`src/rtl/pipeline_pkg.sv`:
```
// Shared pipeline types and defaults used by the fetch stage and its IF/ID register.
// Optional build macro used by the fetch stage: IF_FETCH_STATS_EN.
package pipeline_pkg;

    typedef logic [31:0] word_t;

    typedef enum logic [1:0] {FETCH, WAIT, HOLD, DRAIN} fetch_state_e;

    localparam word_t RESET_PC_DEFAULT  = 32'h0000_0000;
    localparam word_t NOP_INSTR_DEFAULT = 32'h0000_0000;

endpackage

```
`src/rtl/if_fetch_stage_if.sv`:
```
// Instruction-memory request/response bus: one request pulse, response some cycles later.
interface if_fetch_stage_if;
    import pipeline_pkg::*;

    logic  req;
    word_t addr;
    logic  rvalid;
    word_t rdata;

    modport master (output req, addr, input rvalid, rdata);
    modport slave  (input req, addr, output rvalid, rdata);

endinterface

```
`src/rtl/if_id_reg.sv`:
```
// IF/ID pipeline register: bubble insert beats load, otherwise contents hold.
module if_id_reg
    import pipeline_pkg::*;
#(
    parameter word_t NOP_INSTR = NOP_INSTR_DEFAULT
) (
    input  logic  clk,
    input  logic  rst,
    input  logic  load,
    input  logic  bubble,
    input  word_t pc,
    input  word_t instr,
    output word_t pc_id,
    output word_t pcplus4_id,
    output word_t instr_id,
    output logic  valid_id
);

    // A bubble keeps PC_id/PCPlus4_id so decode still sees the last real PC.
    always_ff @(posedge clk or negedge rst) begin
        if (!rst) begin
            pc_id      <= '0;
            pcplus4_id <= '0;
            instr_id   <= NOP_INSTR;
            valid_id   <= 1'b0;
        end else if (bubble) begin
            instr_id   <= NOP_INSTR;
            valid_id   <= 1'b0;
        end else if (load) begin
            pc_id      <= pc;
            pcplus4_id <= pc + 32'd4;
            instr_id   <= instr;
            valid_id   <= 1'b1;
        end
    end

endmodule

```
`src/rtl/if_fetch_stage.sv`:
```
// Instruction fetch: PC, one-outstanding imem sequencing, hold buffer, IF/ID register.
// Define IF_FETCH_STATS_EN to add fetch_count / bubble_count outputs.
module if_fetch_stage
    import pipeline_pkg::*;
#(
    parameter word_t RESET_PC  = RESET_PC_DEFAULT,
    parameter word_t NOP_INSTR = NOP_INSTR_DEFAULT
) (
    input  logic  clk,
    input  logic  rst,
    input  logic  PCWrite,
    input  logic  IFIDWrite,
    input  logic  flush,
    input  logic  Branch,
    input  word_t BranchTarget,
    input  word_t JumpTarget,
    if_fetch_stage_if.master imem,
    output word_t PC_id,
    output word_t PCPlus4_id,
    output word_t Instr_id,
    output logic  Valid_id
`ifdef IF_FETCH_STATS_EN
    ,
    output word_t fetch_count,
    output word_t bubble_count
`endif
);

    fetch_state_e state, state_nxt;
    word_t        pc, pc_nxt, buf_q, buf_nxt, redirect, ifid_instr;
    logic         buf_vld, buf_vld_nxt, ifid_load, ifid_bubble;

    assign redirect  = Branch ? {BranchTarget[31:2], 2'b00} : {JumpTarget[31:2], 2'b00};
    assign imem.addr = pc;
    assign imem.req  = rst && (state == FETCH) && !flush;

    always_ff @(posedge clk or negedge rst) begin
        if (!rst) begin
            state   <= FETCH;
            pc      <= RESET_PC;
            buf_q   <= NOP_INSTR;
            buf_vld <= 1'b0;
        end else begin
            state   <= state_nxt;
            pc      <= pc_nxt;
            buf_q   <= buf_nxt;
            buf_vld <= buf_vld_nxt;
        end
    end

    always_comb begin
        state_nxt   = state;
        pc_nxt      = pc;
        buf_nxt     = buf_q;
        buf_vld_nxt = buf_vld;
        ifid_load   = 1'b0;
        ifid_bubble = 1'b0;
        ifid_instr  = buf_q;
        if (flush) begin
            pc_nxt      = redirect;
            ifid_bubble = 1'b1;
            buf_vld_nxt = 1'b0;
            // A response still owed by memory must be swallowed before refetching.
            state_nxt   = ((state == WAIT || state == DRAIN) && !imem.rvalid) ? DRAIN : FETCH;
        end else begin
            case (state)
                FETCH: state_nxt = WAIT;
                WAIT: if (imem.rvalid) begin
                    state_nxt = HOLD;
                    if (IFIDWrite) begin
                        ifid_load  = 1'b1;
                        ifid_instr = imem.rdata;
                        if (PCWrite) begin
                            pc_nxt    = pc + 32'd4;
                            state_nxt = FETCH;
                        end
                    end else begin
                        buf_nxt     = imem.rdata;
                        buf_vld_nxt = 1'b1;
                    end
                end
                HOLD: begin
                    if (IFIDWrite && buf_vld) begin
                        ifid_load   = 1'b1;
                        buf_vld_nxt = 1'b0;
                    end
                    // Never advance past a word that has not reached IF/ID yet.
                    if (PCWrite && (IFIDWrite || !buf_vld)) begin
                        pc_nxt    = pc + 32'd4;
                        state_nxt = FETCH;
                    end
                end
                DRAIN: if (imem.rvalid) state_nxt = FETCH;
                default: state_nxt = FETCH;
            endcase
        end
    end

    if_id_reg #(.NOP_INSTR(NOP_INSTR)) u_if_id (
        .clk        (clk),
        .rst        (rst),
        .load       (ifid_load),
        .bubble     (ifid_bubble),
        .pc         (pc),
        .instr      (ifid_instr),
        .pc_id      (PC_id),
        .pcplus4_id (PCPlus4_id),
        .instr_id   (Instr_id),
        .valid_id   (Valid_id)
    );

`ifdef IF_FETCH_STATS_EN
    logic kill;
    assign kill = imem.rvalid && (state == DRAIN || (flush && state == WAIT));

    always_ff @(posedge clk or negedge rst) begin
        if (!rst) begin
            fetch_count  <= '0;
            bubble_count <= '0;
        end else begin
            fetch_count  <= fetch_count + {31'b0, ifid_load};
            bubble_count <= bubble_count + {31'b0, flush} + {31'b0, kill};
        end
    end
`endif

endmodule

```
`src/flat_wrapper.sv`:
```
// flat-port wrapper written by rule: the top's interface ports become plain ports
module if_fetch_stage_flat import pipeline_pkg::*;
#(
    parameter word_t RESET_PC  = RESET_PC_DEFAULT,
    parameter word_t NOP_INSTR = NOP_INSTR_DEFAULT
)
  (clk, rst, PCWrite, IFIDWrite, flush, Branch, BranchTarget, JumpTarget, PC_id, PCPlus4_id, Instr_id, Valid_id, imem_req, imem_addr, imem_rvalid, imem_rdata);
  if_fetch_stage_if imem_i ();
  input  logic clk;
  input  logic rst;
  input  logic PCWrite;
  input  logic IFIDWrite;
  input  logic flush;
  input  logic Branch;
  input  word_t BranchTarget;
  input  word_t JumpTarget;
  output word_t PC_id;
  output word_t PCPlus4_id;
  output word_t Instr_id;
  output logic Valid_id;
  output wire logic [$bits(imem_i.req)-1:0] imem_req;
  output wire logic [$bits(imem_i.addr)-1:0] imem_addr;
  input wire logic [$bits(imem_i.rvalid)-1:0] imem_rvalid;
  input wire logic [$bits(imem_i.rdata)-1:0] imem_rdata;
  assign imem_req = imem_i.req;
  assign imem_addr = imem_i.addr;
  assign imem_i.rvalid = imem_rvalid;
  assign imem_i.rdata = imem_rdata;
  if_fetch_stage #(.RESET_PC(RESET_PC), .NOP_INSTR(NOP_INSTR)) u_core (.clk(clk), .rst(rst), .PCWrite(PCWrite), .IFIDWrite(IFIDWrite), .flush(flush), .Branch(Branch), .BranchTarget(BranchTarget), .JumpTarget(JumpTarget), .imem(imem_i), .PC_id(PC_id), .PCPlus4_id(PCPlus4_id), .Instr_id(Instr_id), .Valid_id(Valid_id));
endmodule
```
`config.mk`:
```
export PLATFORM = sky130hd
export DESIGN_NAME = if_fetch_stage_flat
export DESIGN_NICKNAME = d
export VERILOG_FILES = /design/src/rtl/pipeline_pkg.sv /design/src/rtl/if_fetch_stage_if.sv /design/src/rtl/if_id_reg.sv /design/src/rtl/if_fetch_stage.sv /design/src/flat_wrapper.sv
export SDC_FILE = /design/constraint.sdc
export NUM_CORES = 1
export LEC_CHECK = 0
export ABC_CLOCK_PERIOD_IN_PS = 2300
export BUFFER_PORTS_ARGS = -buffer_cell sky130_fd_sc_hd__buf_2
export CORE_MARGIN = 3
export CORE_UTILIZATION = 50
export DETAILED_ROUTE_END_ITERATION = 8
export PLACE_DENSITY = 0.78
export SLEW_MARGIN = 15
export SYNTH_ARGS = -nofsm -noshare
export SYNTH_HDL_FRONTEND = slang
export SYNTH_SLANG_ARGS = --single-unit
```
`constraint.sdc`:
```
create_clock -name clk -period 2.3 [get_ports clk]
set_clock_uncertainty 0.05 [all_clocks]
set_input_delay 0.345 -clock clk [delete_from_list [all_inputs] [get_ports clk]]
set_output_delay 0.345 -clock clk [all_outputs]
set_load 0.01 [all_outputs]
```
# Yosys cells after proc, flatten, opt, wreduce, memory -nomap -nowiden
# Index checks and enable logic that the tools add are counted.
# totals
latchBits,0
n_memories,0
input_bits,103
output_inout_bits,130
regBits,164
elab_cells,74
romBits,0
ram_bits,0
# classes
n_eq_ne,10
shifts,0
add_sub_neg,1
multipliers,0
order_cmp,0
n_mux,34
reduce_logical,18
div_mod_pow,0
bitwise_logic,3
# ops
operator,n
2-to-1 mux 32 bit,12
case mux 32 bit (2 select lines),1
adder 32 x 3 -> 32 bit (second input constant),1
!= test 3 bit (second input constant),5
2-to-1 mux 2 bit,7
2-to-1 mux 1 bit,11
case mux 2 bit (4 select lines),1
AND reduction 4 bit,2
!= test 3 x 2 -> 1 bit (second input constant),2
logical AND 1 bit,5
AND reduction 5 bit,1
== test 2 bit (second input constant),2
case mux 1 bit (2 select lines),2
zero test 1 bit,3
NOT 1 bit,3
AND reduction 3 bit,1
nonzero test 3 bit,1
== test 2 x 1 -> 1 bit (second input constant),1
zero test 2 bit,1
logical OR 1 bit,2
AND reduction 2 bit,1
nonzero test 2 bit,1

# Depth between registers and ports, before layout
# logic_depth
ltp_word,6
mapped_depth,9
depth_no_buf,7

# Cells and area by module
# A second synthesis with hierarchy kept.
# hier_totals
cells_unflattened,869
area_unflattened_um2,8535.7
# by_module_without_submodules
mod,area_each_um2,cells_each,instances,seq_area_each_um2
if_fetch_stage,4295.4,427,1,1626.6
if_id_reg,4240.3,442,1,2377.3

# Worst setup path after synthesis
# OpenSTA, ideal clock, no wires.
# synth_path
path_type,register to register
start,register u_core.state[1]
end,register u_core.buf_q[10]
n_path_buf,1
synth_period_minus_slack_ps,2080
required_ps,2125
path_stages_with_launch,7
setup_ps,125
slack_ps,220
arrival_time_ps,1905
cell_sequence,dfrtp_1 > inv_1 > ha_1 > nand2_1 > nor3_1 > clkbuf_1 > mux2_2
# synth_between
elab_chain_len,2
# synth_rtl
element,line,text
from (decl),if_fetch_stage.sv:29,"fetch_state_e state, state_nxt;"
from (signal assigned),if_fetch_stage.sv:44,state <= state_nxt;
== test 2 x 1 -> 1 bit,if_fetch_stage.sv:66,case (state)
AND reduction 4 bit (no source line),--,
to (signal assigned),if_fetch_stage.sv:46,buf_q <= buf_nxt;
to (decl),if_fetch_stage.sv:30,"word_t pc, pc_nxt, buf_q, buf_nxt, redirect, ifid_instr;"
# No other way between the ends.
# A chain may end at the register's enable or synchronous reset.

# Worst setup path in the final report
# layout_path
start,register u_core.pc[19] (netlist: u_core.imem.addr[19])
end,register u_core.u_if_id.pcplus4_id[27]
# layout_between
elab_chain_len,1
# layout_rtl
element,line,text
from (decl),if_fetch_stage.sv:30,
from (signal assigned),if_fetch_stage.sv:45,pc <= pc_nxt;
adder 32 x 3 -> 32 bit,if_id_reg.sv:31,pcplus4_id <= pc + 32'd4;
to (signal assigned),if_id_reg.sv:31,
to (decl),if_id_reg.sv:14,"output word_t pcplus4_id,"
# No other way between the ends.

==> metrics.yaml <==
placement:
  gp_congestion: 0.808
  io_buffers: 222
  dp_hpwl_um: 14200
global_route:
  grt_max_degree: 159
  grt_usage_pct: 23.6
  grt_pass1_wl_um: 31400
  grt_pass1_vias: 6214
  antenna_found_initial: 1
  grt_overflow: 0
synthesis:
  async_flop_share_pct: 100
  yosysWarnings: 0
  synthCells: 778
  yosysUniqueCellTypes: 53
  syn_area_per_cell_um2: 9.93
  synthesis.area_um2: 7720
  seq_area_frac_synth_pct: 51.2
  synth_top_flop_cell: "dfrtp_1"
  synth_edf_count: 0
  ys_ff_latch: 158
final_layout:
  fill_cells: 1230
  finalNetCount: 1102
  area_delta_synth_final_pct: 25.8
  drive_gt1_share_pct: 33.2
  antenna_cells: 0
  final_util_pct: 65.6
timing:
  rsz0062_at_grt: "no"
  hold_slack_ps: 3.14
  worst_pin_slew_ps: 850
  slew_headroom_pct: 43.3
  hold_viol: 0
  final_max_slew_viol_count: 0
  fmax_ghz: 0.468
  finalSetupTns_ps: 0
  period_share_pct: 92.9
  min_period_ps: 2140
  finalSetupViolCount: 0
floorplan:
  die_y_um: 130
  dieArea_um2: 17000
  die_w_um: 130
  ios: 233
  coreArea_um2: 14800
  start_util_pct: 52.2
  rows: 44
min_path:
  min_path_type: "in2async"
drt:
  drc: 0
  antenna_left: 0
  wirelength_um: 20300
  vias: 6607
  drt_iter0_drc: 403
  dr.pass1.iters: 5
  wl_per_cell_um: 17.1
  viasPerCell: 5.56
pwr:
  power.leakage_nw: 4.99
  peakVddDrop_mv: 0.602
  p_per_area_nw_per_um2: 1090
critical_path:
  cp_max_fo: 10
  worstSetupPathType: "reg2reg"
  path_cells: "and4_1 -> and3_1 -> nand3_1 -> or3_1 -> a31oi_1"
  max_stage_delay_ps: 480
  required_ps: 2580
  endpoint_kind: "register"
  start_kind: "register"
  arrival_ps: 2410
  critPathSlowestCell: "dfrtp_1"
clock_tree:
  clock-sinks: 158
  clk_latency_ps: 420
  h-tree-depth: 4
  numCtsBuffers: 17
  cts_root_buf: "clkbuf_16"
  max-clock-path-buffers: 2
  clk_pin_slew_ps: 60
  tritoncts: "done"
run_status:
  outcome: "completed"
run:
  maxCapViolations: 0
==> layout by cell type (no fill, tap or decap), drive strengths merged, types with 7 or more instances in the layout <==
cell type,n
xnor2,11
clkbuf,21
dfrtp,158
nand2,133
a211oi,32
nor2,66
nand3,21
o311ai,7
inv,11
nand4,12
mux2i,55
and3,9
o2bb2ai,8
o21ai,53
clkinv,7
xor2,16
mux2,39
buf,255
a21oi,27
==> state kept, by name, summed over array words and instances, names as in the netlist <==
name / flops
u_core.buf_q: 32
u_core.buf_vld: 1
u_core.imem.addr: 30
u_core.state: 2
u_core.u_if_id.instr_id: 32
u_core.u_if_id.pc_id: 30
u_core.u_if_id.pcplus4_id: 30
u_core.u_if_id.valid_id: 1
==> worst paths after layout <==
path / endpoint / depth (start not counted) / startpoint / slack, ps
max in group asynchronous: u_core.u_if_id.pcplus4_id[27] / 2 / rst / 1550
hold / removal: u_core.u_if_id.pc_id[14] / 2 / rst / 3
setup reg to reg: u_core.u_if_id.pcplus4_id[27] / 5 / u_core.imem.addr[19] / 160
hold reg to reg: u_core.u_if_id.pc_id[9] / 2 / u_core.u_if_id.pc_id[9] / 420
setup / recovery: u_core.u_if_id.pcplus4_id[27] / 5 / u_core.imem.addr[19] / 160
min in group clk: u_core.buf_q[22] / 2 / imem_rdata[22] / 120
==> routing by layer <==
| layer | global-route usage [%] | share of wire [%] | vias up |
|---|---|---|---|
| met1 | 29.9 | 41 | 3185 |
| met3 | 6.92 | 8.8 | 17 |
| met2 | 39.7 | 49 | 253 |
| li1 | - | - | 3150 |
| met4 | 6.23 | 1.2 | 2 |
| met5 | 0 | 0.064 | - |
==> timing repair <==
item	in CTS	in global routing
gates resized for setup	0	3
endpoints found under the setup margin	0	15
hold buffers	0	0
buffers inserted	0	2
==> synth_stat cells, drive strengths merged, types with 16 or more instances <==
master    n  area [um^2]
a21oi    27          135
clkbuf   34          129
o21ai    53          269
nor2     66          248
nand2   133          499
mux2i    55          551
dfrtp   158         3950
a211oi   32          240
mux2     39          439
nand3    21          105
buf      30          151
xor2     16          140
==> through the flow <==
step	cells	area (um^2)	worst slack [ps]	power (mW)
after global routing	1189	9720	31.6	11.3
after global placement	1156	9160	183	7.93
after CTS	1187	9680	56.9	10.6
after floorplan	783	7740	220	6.51
final	1189	9720	164	10.6
after detailed placement	1156	9160	65.3	8.09
==> kinds of logic (layout without fill, tap and decap cells) <==
group,Yosys count,count (layout),synth area share [%]
AOI/OAI and AO/OA,154,154,12.8
xor gates and xnor gates,27,27,3.06
adders and majority gates,6,6,0.972
buffers and inverters,74,296,4.11
DFF,158,158,51.2
muxes,94,94,12.8
other,1,6,0.0485
and+or+nand+nor,264,264,15.0
==> worst max-delay path, delay by kind of cell, from the launching register on <==
kind             cells  cell delay [ps]
AO/OA/AOI/OAI        1              200
flip-flops           1              480
AND/OR/NAND/NOR      4             1320
==> power breakdown <==
group / switching [mW] / total (mW) / leakage, nW / internal (mW)
clock network: 1.10 / 2.53 / 0.259 / 1.43
registers: 0.660 / 4.44 / 2.02 / 3.78
logic: 1.98 / 3.60 / 2.71 / 1.62
==> cell type report <==
| cell class | count | area [um^2] | share of cell area, % |
|---|---|---|---|
| clock buffer | 21 | 460 | 4.74 |
| inverter | 10 | 37.5 | 0.386 |
| clock inverter | 10 | 66.3 | 0.682 |
| multi-input combinational | 551 | 3520 | 36.2 |
| sequential | 158 | 3950 | 40.7 |
| tap | 184 | 230 | 2.37 |
| timing repair buffer | 255 | 1450 | 14.9 |
No activity file was read; power rests on OpenSTA's default activity.
